<file path="src/rtl/demux_pkg.sv">
// Shared constants for the buffered 1-to-2 demultiplexer.
// Holds default geometry, statistics counter width/limit and channel ids.
package demux_pkg;

   localparam int DEF_WIDTH = 32;
   localparam int DEF_DEPTH = 2;

   localparam int               STAT_W   = 16;
   localparam logic [STAT_W-1:0] STAT_MAX = 16'hFFFF;

   localparam logic CH0 = 1'b0;
   localparam logic CH1 = 1'b1;

endpackage

</file>
<file path="src/rtl/sync_fifo_buf.sv">
// Small synchronous FIFO, registered head output, no bypass.
// Ports: clk, rst (async high), push/din, pop, dout (head), full, empty.
module sync_fifo_buf #(
   parameter int WIDTH = 32,
   parameter int DEPTH = 2
) (
   input  logic             clk,
   input  logic             rst,
   input  logic             push,
   input  logic [WIDTH-1:0] din,
   input  logic             pop,
   output logic [WIDTH-1:0] dout,
   output logic             full,
   output logic             empty
);

   localparam int AW = (DEPTH > 1) ? $clog2(DEPTH) : 1;
   localparam int CW = $clog2(DEPTH) + 1;

   logic [WIDTH-1:0] mem [DEPTH];
   logic [AW-1:0]    wr_ptr;
   logic [AW-1:0]    rd_ptr;
   logic [CW-1:0]    count;
   logic             do_push;
   logic             do_pop;

   assign full    = (count == CW'(DEPTH));
   assign empty   = (count == '0);
   assign do_push = push & ~full;
   assign do_pop  = pop & ~empty;
   assign dout    = mem[rd_ptr];

   // Power-of-2 depth: pointers wrap naturally.
   always_ff @(posedge clk or posedge rst) begin
      if (rst) begin
         wr_ptr <= '0;
         rd_ptr <= '0;
         count  <= '0;
         for (int i = 0; i < DEPTH; i++) begin
            mem[i] <= '0;
         end
      end else begin
         if (do_push) begin
            mem[wr_ptr] <= din;
            wr_ptr      <= wr_ptr + 1'b1;
         end
         if (do_pop) begin
            rd_ptr <= rd_ptr + 1'b1;
         end
         if (do_push && !do_pop) begin
            count <= count + 1'b1;
         end else if (do_pop && !do_push) begin
            count <= count - 1'b1;
         end
      end
   end

endmodule

</file>
<file path="src/rtl/demux2x32_buf.sv">
// Buffered 1-to-2 demux: steers A to FIFO[S]; each channel has valid/ready.
// Ports: CLK, RST, A, S, VI, RI, Y0/V0/R0, Y1/V1/R1; C0/C1 with DEMUX2X32_STATS_EN.
module demux2x32_buf
   import demux_pkg::*;
#(
   parameter int WIDTH = DEF_WIDTH,
   parameter int DEPTH = DEF_DEPTH
) (
   input  logic             CLK,
   input  logic             RST,
   input  logic [WIDTH-1:0] A,
   input  logic             S,
   input  logic             VI,
   output logic             RI,
   output logic [WIDTH-1:0] Y0,
   output logic             V0,
   input  logic             R0,
   output logic [WIDTH-1:0] Y1,
   output logic             V1,
   input  logic             R1
`ifdef DEMUX2X32_STATS_EN
   ,
   output logic [STAT_W-1:0] C0,
   output logic [STAT_W-1:0] C1
`endif
);

   logic full0;
   logic full1;
   logic empty0;
   logic empty1;
   logic push0;
   logic push1;

   // Ready reflects only the addressed channel, never VI.
   assign RI    = (S == CH1) ? ~full1 : ~full0;
   assign push0 = VI & RI & (S == CH0);
   assign push1 = VI & RI & (S == CH1);
   assign V0    = ~empty0;
   assign V1    = ~empty1;

   sync_fifo_buf #(
      .WIDTH (WIDTH),
      .DEPTH (DEPTH)
   ) u_fifo0 (
      .clk   (CLK),
      .rst   (RST),
      .push  (push0),
      .din   (A),
      .pop   (R0),
      .dout  (Y0),
      .full  (full0),
      .empty (empty0)
   );

   sync_fifo_buf #(
      .WIDTH (WIDTH),
      .DEPTH (DEPTH)
   ) u_fifo1 (
      .clk   (CLK),
      .rst   (RST),
      .push  (push1),
      .din   (A),
      .pop   (R1),
      .dout  (Y1),
      .full  (full1),
      .empty (empty1)
   );

`ifdef DEMUX2X32_STATS_EN
   logic [STAT_W-1:0] cnt0;
   logic [STAT_W-1:0] cnt1;

   // Accept counters, saturating.
   always_ff @(posedge CLK or posedge RST) begin
      if (RST) begin
         cnt0 <= '0;
         cnt1 <= '0;
      end else begin
         if (push0 && cnt0 != STAT_MAX) begin
            cnt0 <= cnt0 + 1'b1;
         end
         if (push1 && cnt1 != STAT_MAX) begin
            cnt1 <= cnt1 + 1'b1;
         end
      end
   end

   assign C0 = cnt0;
   assign C1 = cnt1;
`endif

endmodule

</file>
<file path="config.mk">
export PLATFORM = sky130hd
export DESIGN_NAME = demux2x32_buf
export DESIGN_NICKNAME = d
export VERILOG_FILES = /design/src/rtl/demux_pkg.sv /design/src/rtl/sync_fifo_buf.sv /design/src/rtl/demux2x32_buf.sv
export SDC_FILE = /design/constraint.sdc
export NUM_CORES = 1
export LEC_CHECK = 0
export ABC_AREA = 0
export BUFFER_PORTS_ARGS = -buffer_cell sky130_fd_sc_hd__buf_4
export CORE_MARGIN = 2
export CORE_UTILIZATION = 30
export CTS_CLUSTER_DIAMETER = 40
export DETAILED_ROUTE_END_ITERATION = 7
export PLACE_DENSITY = 0.57
export SLEW_MARGIN = 20
export SYNTH_ARGS = -nofsm -noshare
export SYNTH_HDL_FRONTEND = slang
export SYNTH_HIERARCHICAL = 1
export SYNTH_SLANG_ARGS = --single-unit
</file>
<file path="constraint.sdc">
create_clock -name CLK -period 2.4 [get_ports CLK]
set_input_delay 0.12 -clock CLK [delete_from_list [all_inputs] [get_ports CLK]]
set_output_delay 0.12 -clock CLK [all_outputs]
set_load 0.005 [all_outputs]
</file>
==> summary by stage <==
Worst setup path
The critical path class is reg -> out. The delay of the slowest cell on the worst path is 0.75 ns. The biggest fanout along the worst timing path is 19.

The largest individual stage delay along the critical path comes from the cell sky130_fd_sc_hd__dfrtp_2. The element type at the critical path end is an output pin. STA classifies the critical path startpoint as a flip-flop. The required time of the critical path is 2.28 ns. The signal arrival time at the worst endpoint is 1.91 ns. The critical register-to-register path startpoint is u_fifo0/count[0]. The signal on the critical path passes through buf_12, mux2_2, buf_4. The worst setup slack for register-to-register paths is 0.39 ns. Counting cells, the worst reg-to-reg path comes to 6. The worst reg2reg path endpoint is u_fifo0/mem[30].

Route
The detail route stage leaves a number of antenna-violating nets equal to 0. The final layout contains routed wiring with a total length of 13,500 um. The post-route DRC violation count is 0. The post-detailed-route via-to-cell ratio is 4.39. The routed length per instance is 16.5 um.

The routed layout has 3,579 vias. The number of DRC violations after detailed-routing iteration 0 is 106. The first detailed-routing pass ran for 4 iterations.

Synthesis
The proportion of synthesized chip area in sequential cells is 0.541. The number of nets handed over by synthesis was 425. The number of synthesized register bits is 136.

The number of warnings printed during yosys synthesis is 6. The average size of a mapped cell is 16.3 sq um. The portion of synthesized area spent on multiplexers is 0.381. The post-synthesis adder-cell area fraction is 0.00398. The xor/xnor cell area share of the yosys netlist is 0.0139.

Synthesis produced a netlist whose cell count is 385. After synthesis, the largest family of logic cells by area is multiplexers. The number of distinct library cell variants in the gate-level netlist after synthesis is 21. The compound-gate portion of the synthesized area is 0.00159. The mapped netlist covers 6290 sq um. The share of synthesized cell area in and, or, nand and nor gates is 0.0189.

STA
The smallest setup slack after layout is 0.372 ns. The number of pins exceeding their max-slew limit in the final report is 0. The post-route setup TNS is 0 ns.

Setup violations remaining at the end of the flow were counted as 0. Setup repair after global routing left no endpoint under its margin. The slew at the pin closest to its max-slew limit is 0.836 ns. The upper clock frequency limit is 0.493 GHz. The final-layout worst hold slack is 0.0561 ns. Headroom to the max-slew limit came out at 0.442. The post-route clock skew is 0.0129 ns. The count of final hold-check violations is 0. The clock period minus worst slack is 2.03 ns.

In the finished design, the share of the clock period the worst path needs comes to 0.845.

Clock network
The number of sinks on the clock net is 136. The clock transition at the register clock pins on the worst setup and hold paths after CTS is 0.06 ns. The H-tree was split into 4 levels.

The longest clock path from root to sink contains 2 buffers. Gates resized during post-CTS repair numbered 0. The root buffer cell chosen for the clock tree is sky130_fd_sc_hd__clkbuf_16. The latest clock arrival within the worst-skew pair is 0.43 ns. The number of buffers inserted during clock tree synthesis is 17.

TritonCTS built the clock tree.

Place
The placed instance area is 7320 sq um. The number of placed cells counting well taps is 750. The pre-CTS setup slack is 0.389 ns. Routability-driven placement finished with a final weighted congestion of 0.694. The detailed placement HPWL is 9070 um. Input and output buffers added on the ports amount to 104.

Finish
Of the cells placed in the final design, the portion with a size suffix greater than 1 is 0.648. The layout has 1,951 filler cells. The final non-filler cell area is 8230 sq um. The non-filler instance count after layout is 815.

The top cell types in the final layout, fill and taps aside, are 134 x sky130_fd_sc_hd__dfrtp_1, 132 x sky130_fd_sc_hd__mux2_2, 114 x sky130_fd_sc_hd__buf_4. The antenna cell count is 0. From synthesis to final layout, the design area changed by 30.9%. After the last flow step, the layout net total stands at 572. The library cell used most frequently in the layout, excluding fill and tap cells, is sky130_fd_sc_hd__dfrtp_1.

Global routing
The number of antenna violations at the first check in global routing came to 0. After global routing the overflow that remains totals 0. Across every metal layer, demand over resource in global routing totals 0.130. The first global-routing pass estimated 21,700 um of wire. The number of global-route vias before repair is 3,932. Entering global routing, the biggest net connects 44 pins.

Power and ir drop
Of the total power, combinational logic draws 0.426. The leakage power figure is 3.75 nW. Internal power comes to 0.00827 W. The clock network fraction of design power is 0.217.

The total net switching power is 0.00340 W. The share of total power dissipated in sequential elements is 0.357. The net switching share of the total power is 0.291.

The peak ir drop on the vdd network is 593 uV. Dividing total power by cell area gives a power density of 1420 nW/um^2.

Worst hold path
The min-delay analysis places its worst path in the category in -> reg. For hold timing, the worst endpoint is u_fifo1/rd_ptr. Counting instances, the worst hold path has a depth of 3. The startpoint of the worst hold path is R1.

Run
The total of max-cap violations is 0.

Run status
The run finished with clean final reports.

Floorplan
The initial utilization of the core area, before any placement, comes to 0.308. The width of the die is 149 um. After floorplanning, the core was divided into 52 placement rows.

The count of boundary I/O pins is 105. The region available for standard cell placement spans 20,400 sq um. The die covers 22,100 sq um.

The height of the die is 149 um.
state kept, by name, indices dropped and copies added (netlist names):
name,cells
u_fifo1/rd_ptr,1
u_fifo0/mem,64
u_fifo1/count,2
u_fifo0/count,2
u_fifo0/rd_ptr,1
u_fifo1/wr_ptr,1
u_fifo0/wr_ptr,1
u_fifo1/mem,64
cells in the mapped netlist (all sizes together):
cell    instances  area share
clkbuf          2      0.0012
mux2          192        0.38
inv             6      0.0036
and3            2      0.0036
and2            2      0.0024
mux2i           1      0.0016
and3b           1      0.0014
o21ai           2      0.0016
nor2            4      0.0024
nand3b          2      0.0036
nor3b           1      0.0012
nand2b          2      0.0044
xor2            6      0.0084
xnor2           4      0.0056
buf            20       0.035
ha              2      0.0040
dfrtp         136        0.54
critical path: cells and delay by family (launching register included):
kind,cells,cell delay [ns]
buf+inv,2,0.38
flops,1,0.75
mux,1,0.35
how the worst max path moves through the flow:
stage                startpoint          endpoint  slack, ns  cells after the start
2_1_floorplan               RST  u_fifo0/count[0]       0.57                      1
3_3_place_gp   u_fifo0/count[0]   u_fifo0/mem[29]       0.45                      6
3_5_place_dp   u_fifo0/count[0]   u_fifo0/mem[29]       0.39                      6
4_1_cts          u_fifo1/rd_ptr            Y1[20]       0.34                      3
5_1_grt        u_fifo0/count[0]   u_fifo0/mem[30]       0.29                      6
6_report         u_fifo1/rd_ptr            Y1[20]       0.37                      3
kinds of logic (layout without fill, tap and decap cells):
logic type,after synthesis,after routing
AOI/OAI and AO/OA,2,2
adders and majority gates,2,2
xor gates and xnor gates,10,10
buffers and inverters,28,188
and+or+nand+nor,14,14
muxes,193,193
DFF,136,136
power groups by stage:
stage | sequential [W] | combinational (W) | clock [W]
2_1_floorplan | 0.00391 | 0.00328 | 0
3_3_place_gp | 0.00412 | 0.00493 | 0
3_5_place_dp | 0.00419 | 0.00502 | 0
4_1_cts | 0.00417 | 0.00509 | 0.00262
5_1_grt | 0.00433 | 0.00536 | 0.00273
6_report | 0.00417 | 0.00497 | 0.00253
area by class of cell:
type / count / area [sq um] / share of cell area
clock buffer: 18 / 439 / 0.0533
clock inverter: 14 / 140 / 0.0170
inverter: 6 / 25.0 / 0.00304
multi-input combinational: 221 / 2640 / 0.321
sequential: 136 / 3410 / 0.414
tap: 270 / 338 / 0.0410
timing repair buffer: 150 / 1250 / 0.151
metrics by stage:
stage	total power [W]	utilization
finish	0.0117	0.403
floorplan	0.00718	-
detailed placement	0.00921	0.358
global route	0.0124	0.403
global placement	0.00905	0.358
CTS	0.0119	0.403
what timing repair did:
item | CTS | global route
buffers inserted | 0 | 0
hold buffers | 33 | 0
hold endpoints to repair | 199 | 0
layer usage:
metal,routed length [um],global-route usage
met1,5950,0.162
met2,6910,0.218
met3,476,0.0358
met4,146,0.0414
met5,0,0
Note: power is estimated with default switching activity, not from simulation.
